### config.mk
export PLATFORM = sky130hd
export DESIGN_NAME = motor_hbridge_driver_flat
export DESIGN_NICKNAME = d
export VERILOG_FILES = /design/src/rtl/motor_hbridge_driver_pkg.sv /design/src/rtl/motor_hbridge_driver_if.sv /design/src/rtl/motor_hbridge_driver_leg.sv /design/src/rtl/motor_hbridge_driver.sv /design/src/flat_wrapper.sv
export SDC_FILE = /design/constraint.sdc
export NUM_CORES = 1
export LEC_CHECK = 0
export CAP_MARGIN = 20
export CORE_MARGIN = 2
export CORE_UTILIZATION = 53
export DETAILED_ROUTE_END_ITERATION = 16
export GPL_TIMING_DRIVEN = 0
export PLACE_DENSITY = 0.77
export SLEW_MARGIN = 20
export SYNTH_ARGS = -nofsm -noshare
export SYNTH_HDL_FRONTEND = slang
export SYNTH_SLANG_ARGS = --single-unit
### constraint.sdc
create_clock -name CLK -period 2.3 [get_ports CLK]
set_clock_uncertainty 0.15 [all_clocks]
set_input_delay 0.345 -clock CLK [delete_from_list [all_inputs] [get_ports CLK]]
set_output_delay 0.345 -clock CLK [all_outputs]
set_load 0.03 [all_outputs]
### src/rtl/motor_hbridge_driver_pkg.sv
// Shared encodings for the H-bridge driver: command modes, leg states and
// the bridge-level FSM states.
package motor_pkg;

  typedef enum logic [1:0] {
    MODE_COAST = 2'd0,
    MODE_FWD   = 2'd1,
    MODE_BRAKE = 2'd2,
    MODE_REV   = 2'd3
  } mode_t;

  // Used both as the per-leg request and as the leg FSM state.
  typedef enum logic [1:0] {
    LEG_OFF  = 2'd0,
    LEG_HIGH = 2'd1,
    LEG_LOW  = 2'd2,
    LEG_DEAD = 2'd3
  } leg_t;

  typedef enum logic [2:0] {
    ST_COAST  = 3'd0,
    ST_FWD    = 3'd1,
    ST_REV    = 3'd2,
    ST_BRAKE  = 3'd3,
    ST_SWITCH = 3'd4
  } top_state_t;

  function automatic top_state_t mode_to_state(input mode_t m);
    case (m)
      MODE_FWD:   return ST_FWD;
      MODE_REV:   return ST_REV;
      MODE_BRAKE: return ST_BRAKE;
      default:    return ST_COAST;
    endcase
  endfunction

  function automatic logic is_reversal(input top_state_t s, input mode_t m);
    return ((s == ST_FWD) && (m == MODE_REV)) || ((s == ST_REV) && (m == MODE_FWD));
  endfunction

endpackage

### src/rtl/motor_hbridge_driver_if.sv
// Command inputs and gate/status outputs of the H-bridge driver.
interface motor_hbridge_driver_if;
  logic [1:0] Mode;
  logic [7:0] Duty;
  logic       HA;
  logic       LA;
  logic       HB;
  logic       LB;
  logic       Period_Start;
  logic       Reversing;

  modport master (
    output Mode, Duty,
    input  HA, LA, HB, LB, Period_Start, Reversing
  );

  modport slave (
    input  Mode, Duty,
    output HA, LA, HB, LB, Period_Start, Reversing
  );
endinterface

### src/rtl/motor_hbridge_driver_leg.sv
// One half-bridge leg: registered gate drive with dead-time on every
// high<->low change, immediate turn-off on an OFF request.
module hbridge_leg
  import motor_pkg::*;
#(
  parameter int unsigned DEADTIME = 4
) (
  input  logic CLK,
  input  logic RST_N,
  input  leg_t req,
  output logic H,
  output logic L
);

  leg_t       r_state;
  logic [7:0] r_dcnt;
  logic       r_h;
  logic       r_l;
  logic       w_req_h;
  logic       w_req_l;

  assign w_req_h = (req == LEG_HIGH);
  assign w_req_l = (req == LEG_LOW);
  assign H       = r_h;
  assign L       = r_l;

  // At dead-time expiry the leg follows whatever is requested at that moment.
  always_ff @(posedge CLK or negedge RST_N) begin
    if (!RST_N) begin
      r_state <= LEG_OFF;
      r_dcnt  <= '0;
      r_h     <= 1'b0;
      r_l     <= 1'b0;
    end else begin
      r_h <= 1'b0;
      r_l <= 1'b0;
      if (!(w_req_h || w_req_l)) begin
        r_state <= LEG_OFF;
      end else begin
        case (r_state)
          LEG_OFF: begin
            r_state <= req;
            r_h     <= w_req_h;
            r_l     <= w_req_l;
          end
          LEG_HIGH, LEG_LOW: begin
            if (req == r_state) begin
              r_h <= w_req_h;
              r_l <= w_req_l;
            end else begin
              r_state <= LEG_DEAD;
              r_dcnt  <= 8'(DEADTIME - 1);
            end
          end
          LEG_DEAD: begin
            if (r_dcnt == '0) begin
              r_state <= req;
              r_h     <= w_req_h;
              r_l     <= w_req_l;
            end else begin
              r_dcnt <= r_dcnt - 8'd1;
            end
          end
          default: r_state <= LEG_OFF;
        endcase
      end
    end
  end

endmodule

### src/rtl/motor_hbridge_driver.sv
// H-bridge driver top: prescaled 8-bit PWM, period-boundary command shadowing,
// bridge mode FSM with enforced coast on reversal, two dead-timed legs.
module motor_hbridge_driver
  import motor_pkg::*;
#(
  parameter int unsigned PRESCALE = 1,
  parameter int unsigned DEADTIME = 4
) (
  input logic                   CLK,
  input logic                   RST_N,
  motor_hbridge_driver_if.slave bus
);

  localparam int unsigned PW = (PRESCALE > 1) ? $clog2(PRESCALE) : 1;

  logic [PW-1:0] r_pre;
  logic [7:0]    r_cnt;
  logic [7:0]    r_duty_s;
  top_state_t    r_state;
  logic          r_period_start;
  logic          r_reversing;
  logic          w_tick;
  logic          w_boundary;
  logic          w_pwm;
  mode_t         w_mode;
  leg_t          w_req_a;
  leg_t          w_req_b;
  logic          w_ha, w_la, w_hb, w_lb;

  assign w_mode     = mode_t'(bus.Mode);
  assign w_tick     = (r_pre == PW'(PRESCALE - 1));
  assign w_boundary = w_tick && (r_cnt == 8'hFF);
  assign w_pwm      = (r_cnt < r_duty_s);

  // The bridge state register doubles as the mode shadow: it only moves at a boundary.
  always_ff @(posedge CLK or negedge RST_N) begin
    if (!RST_N) begin
      r_pre          <= '0;
      r_cnt          <= '0;
      r_duty_s       <= '0;
      r_state        <= ST_COAST;
      r_period_start <= 1'b0;
      r_reversing    <= 1'b0;
    end else begin
      r_period_start <= w_boundary;
      if (w_tick) begin
        r_pre <= '0;
        r_cnt <= r_cnt + 8'd1;
      end else begin
        r_pre <= r_pre + PW'(1);
      end
      if (w_boundary) begin
        r_duty_s <= bus.Duty;
        if (is_reversal(r_state, w_mode)) begin
          r_state     <= ST_SWITCH;
          r_reversing <= 1'b1;
        end else begin
          r_state     <= mode_to_state(w_mode);
          r_reversing <= 1'b0;
        end
      end
    end
  end

  always_comb begin
    w_req_a = LEG_OFF;
    w_req_b = LEG_OFF;
    case (r_state)
      ST_FWD: begin
        w_req_a = w_pwm ? LEG_HIGH : LEG_LOW;
        w_req_b = LEG_LOW;
      end
      ST_REV: begin
        w_req_a = LEG_LOW;
        w_req_b = w_pwm ? LEG_HIGH : LEG_LOW;
      end
      ST_BRAKE: begin
        w_req_a = LEG_LOW;
        w_req_b = LEG_LOW;
      end
      default: ;
    endcase
  end

  hbridge_leg #(.DEADTIME(DEADTIME)) u_leg_a (
    .CLK   (CLK),
    .RST_N (RST_N),
    .req   (w_req_a),
    .H     (w_ha),
    .L     (w_la)
  );

  hbridge_leg #(.DEADTIME(DEADTIME)) u_leg_b (
    .CLK   (CLK),
    .RST_N (RST_N),
    .req   (w_req_b),
    .H     (w_hb),
    .L     (w_lb)
  );

  assign bus.HA           = w_ha;
  assign bus.LA           = w_la;
  assign bus.HB           = w_hb;
  assign bus.LB           = w_lb;
  assign bus.Period_Start = r_period_start;
  assign bus.Reversing    = r_reversing;

endmodule

### src/flat_wrapper.sv
// flat-port wrapper written by rule: the top's interface ports become plain ports
module motor_hbridge_driver_flat import motor_pkg::*;
#(
  parameter int unsigned PRESCALE = 1,
  parameter int unsigned DEADTIME = 4
)
  (CLK, RST_N, bus_Mode, bus_Duty, bus_HA, bus_LA, bus_HB, bus_LB, bus_Period_Start, bus_Reversing);
  motor_hbridge_driver_if bus_i ();
  input logic CLK;
  input logic RST_N;
  input wire logic [$bits(bus_i.Mode)-1:0] bus_Mode;
  input wire logic [$bits(bus_i.Duty)-1:0] bus_Duty;
  output wire logic [$bits(bus_i.HA)-1:0] bus_HA;
  output wire logic [$bits(bus_i.LA)-1:0] bus_LA;
  output wire logic [$bits(bus_i.HB)-1:0] bus_HB;
  output wire logic [$bits(bus_i.LB)-1:0] bus_LB;
  output wire logic [$bits(bus_i.Period_Start)-1:0] bus_Period_Start;
  output wire logic [$bits(bus_i.Reversing)-1:0] bus_Reversing;
  assign bus_i.Mode = bus_Mode;
  assign bus_i.Duty = bus_Duty;
  assign bus_HA = bus_i.HA;
  assign bus_LA = bus_i.LA;
  assign bus_HB = bus_i.HB;
  assign bus_LB = bus_i.LB;
  assign bus_Period_Start = bus_i.Period_Start;
  assign bus_Reversing = bus_i.Reversing;
  motor_hbridge_driver #(.PRESCALE(PRESCALE), .DEADTIME(DEADTIME)) u_core (.CLK(CLK), .RST_N(RST_N), .bus(bus_i));
endmodule
==> out/qor.txt, run 1 <==
setup ws final -> -0.332 ns
Clock Latency Late Sink -> 0.30 ns
fin crit share -> 114%
leakage power -> 1.58 nW
multiplexer share of the synthesized area -> 4.15%
Worst Hold Margin -> 0.337 ns
vias in the first global route -> 2196
Stages on worst setup path -> 8
DR vias -> 2274
f_max -> 380 MHz
Area Growth Syn to Fin -> 33.3%
Hold Crit Depth -> 2
worst slew pin tran -> 0.573 ns
CP max-delay cell -> dfrtp_1
crit path launch type -> register
TritonCTS clock tree -> done
Starting DRT DRC Count -> 122
synthesized area -> 2650 sq um
largest cells by area after synthesis -> dfrtp_1 42%, ha_1 8.5%, inv_1 4.1%
Syn. warnings -> 0
CP Buf/Inv Count -> 1
syn_area_per_cell -> 9.57 sq um
Util after Layout -> 73.8%
largest net degree at the start of global routing -> 30
Post-synth EDFFs -> 0
Synth Net Count -> 307
minimum clock period -> 2.63 ns
critical path class -> reg2reg
Post-synth top cells -> 44 x dfrtp_1, 29 x inv_1, 29 x nand2_1
unrepaired setup endpoints after global routing -> true
share of the synthesized area in the top cell type -> 41.5%
cell count after synthesis -> 277
CP Max Fanout -> 6
gr usage total -> 22.8%
Peak VDD IR -> 0.506 mV
first-pass GRT wire length -> 9830 um
simple-gate share of the synthesized area -> 16.0%
cell taking the most area after synthesis -> dfrtp_1
final setup violation count -> 24
Seq cells post-synth -> 44
fin nets -> 360
Distinct cells, synth -> 62
cell chain of the critical path -> ha_4, nand2_2, or3_4, o221ai_4, buf_6, mux2i_4, o21ai_4, a221o_2
CTS HTree Levels -> 2
Die Y -> 74.7 um
largest family of logic cells by synthesized area -> compound AO/OA/AOI/OAI gates
floorplan core area -> 4790 sq um
Largest delay share family, worst path -> compound AO/OA/AOI/OAI gates
share of layout cells above drive strength 1 -> 29.9%
Max Buffers Root-to-Sink -> 2
chip width -> 74.7 um
Hold Crit Class -> reg2reg
initial core utilization -> 55.4%
Compound-Gate Fraction of Synth Area -> 21.5%
failing checks -> setup timing
drt first pass iters -> 4
Adder-Cell Fraction of Synth Area -> 8.50%
diode count -> 0
Fill cells -> 311
maxcap violations -> 0
top_reg_cell synth -> dfrtp_1
R2R cell count -> 8
Worst setup EP type -> register
DP Wirelength -> 3720 um
count leader, synth -> dfrtp_1
Setup TNS Final -> -5.39 ns
outcome -> finished with violations
antenna-violating nets left -> 0
number of remaining DRC errors -> 0
DR WL/cell -> 15.9 um
Critical Path AT -> 2.67 ns
PortBufs -> 17
Final Wtd Congestion -> 0.840
Cell Rows -> 25
WP data required -> 2.34 ns
Num CTS Buffers -> 5
die footprint -> 5580 sq um
power per cell area -> 967 nW/um^2
Async SR Flop Fraction -> 100%
Worst-path clk slew -> 0.09 ns
Avg Vias per Cell -> 5.71
Root Driver -> clkbuf_8
I/O Pins -> 18
initial antenna violation count -> 0
Max stage delay on crit path -> 0.43 ns
CTS sink cnt -> 44
final global-route overflow total -> 0
Final Max Tran Viols -> 0
sequential share of the synthesized area -> 41.5%
Max transition margin -> 61.8%
XOR/XNOR Fraction of Synth Area -> 1.98%
final WL -> 6350 um
final hold violations -> 0
[repair_timing]
action                                  CTS  global route
setup buffers                            17            11
endpoints found under the setup margin   24            33
hold buffers                              1             0
gates resized for setup                  26            25
hold endpoints to repair                 15             0
pin swaps                                 9            20
gates cloned                              0             0
[cells in the final DEF, fill, tap and decap left out, drive strengths merged, types with 2 or more instances in the layout]
cell            n
dfrtp          44
buf            33
nand2          29
inv            29
nor2           21
o21ai          19
ha             18
a21oi          17
clkdlybuf4s50  16
nor3            9
clkbuf          9
nand3           7
o22ai           7
mux2            5
nand2b          4
a31oi           4
xnor2           3
xor2            3
nand3b          3
a22o            3
mux2i           3
or3             3
o31ai           3
a21boi          3
clkinvlp        2
a211o           2
and3            2
and2            2
a221o           2
o32ai           2
or3b            2
o2bb2ai         2
nor4            2
o211ai          2
[final cells by class]
cell class	count	area, sq um	share of cell area (%)
clock inverter	3	42.5	1.20
timing repair buffer	47	428	12.1
buffer	7	51.3	1.45
tap	67	83.8	2.37
inverter	30	116	3.29
sequential	44	1100	31.2
clock buffer	5	68.8	1.95
multi-input combinational	195	1640	46.5
[cells by family after synthesis]
kind of cell | Yosys count
AND/OR/NAND/NOR | 88
AO/OA/AOI/OAI | 75
flip-flops | 44
buffers and inverters | 38
adder cells (fa/ha/maj) | 18
multiplexers | 8
XOR/XNOR | 6
[metrics by stage]
| step | std cells | cell area (sq um) | worst slack [ns] | total power, W |
|---|---|---|---|---|
| final | 398 | 3530 | -0.332 | 0.00342 |
| after global routing | 398 | 3530 | -0.370 | 0.00363 |
| after CTS | 387 | 3330 | -0.228 | 0.00320 |
| after detailed placement | 362 | 2930 | -0.422 | 0.00237 |
| after floorplan | 277 | 2670 | -0.175 | 0.00205 |
| after global placement | 361 | 2920 | -0.430 | 0.00232 |
[per-layer routing]
metal | GRT usage, % | part of all wire, %
met5 | 0 | 0
met4 | 9.92 | 2.8
met3 | 4.82 | 4.5
met2 | 37.0 | 49
met1 | 29.7 | 44
[path summary, 6_finish.rpt]
check / from / endpoint / slack (ns)
setup / recovery: u_core.r_cnt[7] / u_core.u_leg_a.r_dcnt[7] / -0.33
hold / removal: u_core.r_duty_s[0] / u_core.r_duty_s[0] / 0.34
setup reg to reg: u_core.r_cnt[7] / u_core.u_leg_a.r_dcnt[7] / -0.33
hold reg to reg: u_core.r_duty_s[0] / u_core.r_duty_s[0] / 0.34
max in group asynchronous: RST_N / u_core.u_leg_b.r_dcnt[7] / 1.17
min in group asynchronous: RST_N / u_core.u_leg_a.r_dcnt[7] / 0.35
[registers in the layout, summed over array words and instances, names as in the netlist, 2 cells and up]
name / count
u_core.r_cnt: 8
u_core.r_duty_s: 8
u_core.r_state: 2
u_core.u_leg_a.r_dcnt: 8
u_core.u_leg_a.r_state: 2
u_core.u_leg_b.r_dcnt: 8
u_core.u_leg_b.r_state: 2
[where the power goes]
| group | total [W] | internal (W) | switching (W) |
|---|---|---|---|
| combinational | 0.00184 | 0.000764 | 0.00107 |
| sequential | 0.000982 | 0.000874 | 0.000108 |
| clock | 0.000597 | 0.000322 | 0.000276 |
| total | 0.00342 | 0.00196 | 0.00146 |
[worst register-to-register path, delay by kind of cell (launching register included)]
kind / cells / cell delay (ns)
mux: 1 / 0.30
buf+inv: 1 / 0.17
simple gates: 2 / 0.44
compound gates: 3 / 0.74
fa+ha+maj: 1 / 0.30
flops: 1 / 0.43
Note: power is estimated with default switching activity, not from simulation.
==> run 2, diff against run 1 <==
Settings changed: CTS_CLUSTER_DIAMETER set to 30.
==> results of run 2 <==
Final layout, timing and power as in run 1 (identical DEF).
==> run 3, diff against run 2 <==
Settings changed: CAP_MARGIN 20 to 40, CORE_MARGIN 2 to 10.
==> run 3 against run 2 <==
  * The flow still finishes with violations (setup timing)
  * Core utilization shrank 1.6 points
  * Via count down 1.6%
  * Sequential share of layout area rose by 0.68 points
  * Combinational power hardly changed
  * Clock power fell by 3%
  * Die area is 47% higher
  * Non-clock buffer count is 8 lower
  * Wire length is 1.7% lower
  * First-iteration DRC count fell by 6.6%
  * Maximum frequency increased by 1.8%
  * Flip-flop and latch count stayed put
  * Worst hold slack got worse by 0.011 ns
==> out/qor.txt, run 3 (same netlist as run 1, synthesis figures left out) <==
outcome -> finished with violations
failing checks -> setup timing
TritonCTS clock tree -> done
final hold violations -> 0
DR WL/cell -> 16.0 um
initial core utilization -> 55.4%
number of remaining DRC errors -> 0
maxcap violations -> 0
worst slew pin tran -> 0.594 ns
Final Max Tran Viols -> 0
Area Growth Syn to Fin -> 30.5%
chip width -> 90.7 um
commonest non-fill, non-tap cell in the layout -> dfrtp_1
f_max -> 387 MHz
Worst setup EP type -> register
final setup violation count -> 24
floorplan core area -> 4790 sq um
CTS sink cnt -> 44
setup ws final -> -0.287 ns
Final Wtd Congestion -> 0.859
Starting DRT DRC Count -> 114
Peak VDD IR -> 0.504 mV
largest net degree at the start of global routing -> 32
die footprint -> 8230 sq um
leakage power -> 1.55 nW
WP data required -> 2.32 ns
Clock Latency Late Sink -> 0.30 ns
Root Driver -> clkbuf_8
final global-route overflow total -> 0
DR vias -> 2238
DP Area -> 2930 sq um
antenna-violating nets left -> 0
first-pass GRT wire length -> 10100 um
Max Buffers Root-to-Sink -> 2
power per cell area -> 981 nW/um^2
crit path launch type -> register
pre-CTS setup slack -> -0.370 ns
vias in the first global route -> 2175
fin nets -> 352
initial antenna violation count -> 0
CP Max Fanout -> 6
minimum clock period -> 2.59 ns
Avg Vias per Cell -> 5.74
diode count -> 0
unrepaired setup endpoints after global routing -> true
Cell Rows -> 25
Die Y -> 90.7 um
I/O Pins -> 18
DP Wirelength -> 3820 um
Setup TNS Final -> -3.50 ns
drt first pass iters -> 4
CTS HTree Levels -> 2
Worst-path clk slew -> 0.08 ns
Hold Crit Class -> in2async
fin crit share -> 112%
final WL -> 6230 um
Critical Path AT -> 2.61 ns
PortBufs -> 17
gr usage total -> 14.5%
share of layout cells above drive strength 1 -> 27.6%
Num CTS Buffers -> 5
most frequent cells in the layout -> 44 x dfrtp_1, 28 x nand2_1, 26 x inv_1, 20 x nor2_1, 17 x buf_4
final instance area -> 3460 sq um
Max transition margin -> 60.0%
critical path class -> reg2reg
run 3: repair_timing:
| action | in CTS | in global routing |
|---|---|---|
| setup buffers | 17 | 4 |
| setup endpoints to repair | 24 | 33 |
| pin swaps | 12 | 7 |
| resized for setup | 33 | 16 |
| hold endpoints to repair | 13 | 0 |
| hold buffers | 1 | 0 |
run 3: where the power goes:
| group | leakage (nW) | total (W) | switching (W) | internal, W |
|---|---|---|---|---|
| clock network | 0.0552 | 0.000579 | 0.000257 | 0.000322 |
| logic | 0.965 | 0.00183 | 0.00105 | 0.000777 |
| registers | 0.526 | 0.000986 | 0.000111 | 0.000874 |
| total | 1.55 | 0.00339 | 0.00142 | 0.00197 |
run 3: final timing paths:
kind / from / endpoint / slack, ns / cells after the start
setup / recovery: u_core.r_cnt[4] / u_core.u_leg_b.r_dcnt[7] / -0.29 / 9
hold / removal: RST_N / u_core.u_leg_a.r_dcnt[5] / 0.33 / 2
setup reg to reg: u_core.r_cnt[4] / u_core.u_leg_b.r_dcnt[7] / -0.29 / 9
hold reg to reg: u_core.r_duty_s[0] / u_core.r_duty_s[0] / 0.34 / 2
max in group asynchronous: RST_N / u_core.u_leg_b.r_dcnt[4] / 1.20 / 3
min in group CLK: u_core.r_duty_s[0] / u_core.r_duty_s[0] / 0.34 / 2
run 3: cell type report:
type / count / area (sq um)
tap: 67 / 83.8
clock inverter: 2 / 35.0
sequential: 44 / 1100
timing repair buffer: 40 / 372
inverter: 30 / 116
clock buffer: 6 / 72.6
fill: 332 / 1330
buffer: 6 / 47.5
multi-input combinational: 195 / 1630
run 3: routing by layer:
layer  share of wire (%)  track usage, %
met5                   0               0
met4                 1.7            5.44
met3                 3.8            3.41
met2                  51            24.8
met1                  43            17.2
run 3: metrics by stage:
step | hold slack [ns] | cells | utilization [%] | total power [W]
2_1_floorplan | -0.101 | 277 | - | 0.00205
3_3_place_gp | 0.322 | 361 | 61.0 | 0.00232
3_5_place_dp | 0.122 | 362 | 61.3 | 0.00237
4_1_cts | 0.326 | 386 | 70.4 | 0.00327
5_1_grt | 0.353 | 390 | 72.3 | 0.00360
6_report | 0.325 | 390 | 72.3 | 0.00339
run 3: critical path, stage by stage (launching register included):
cell and delay, ns:
dfrtp_1 0.41, ha_1 0.28, nand2_1 0.05, or3_4 0.37
o221ai_4 0.20, buf_4 0.15, mux2_4 0.31, buf_4 0.16
a21oi_1 0.25, o22ai_2 0.11
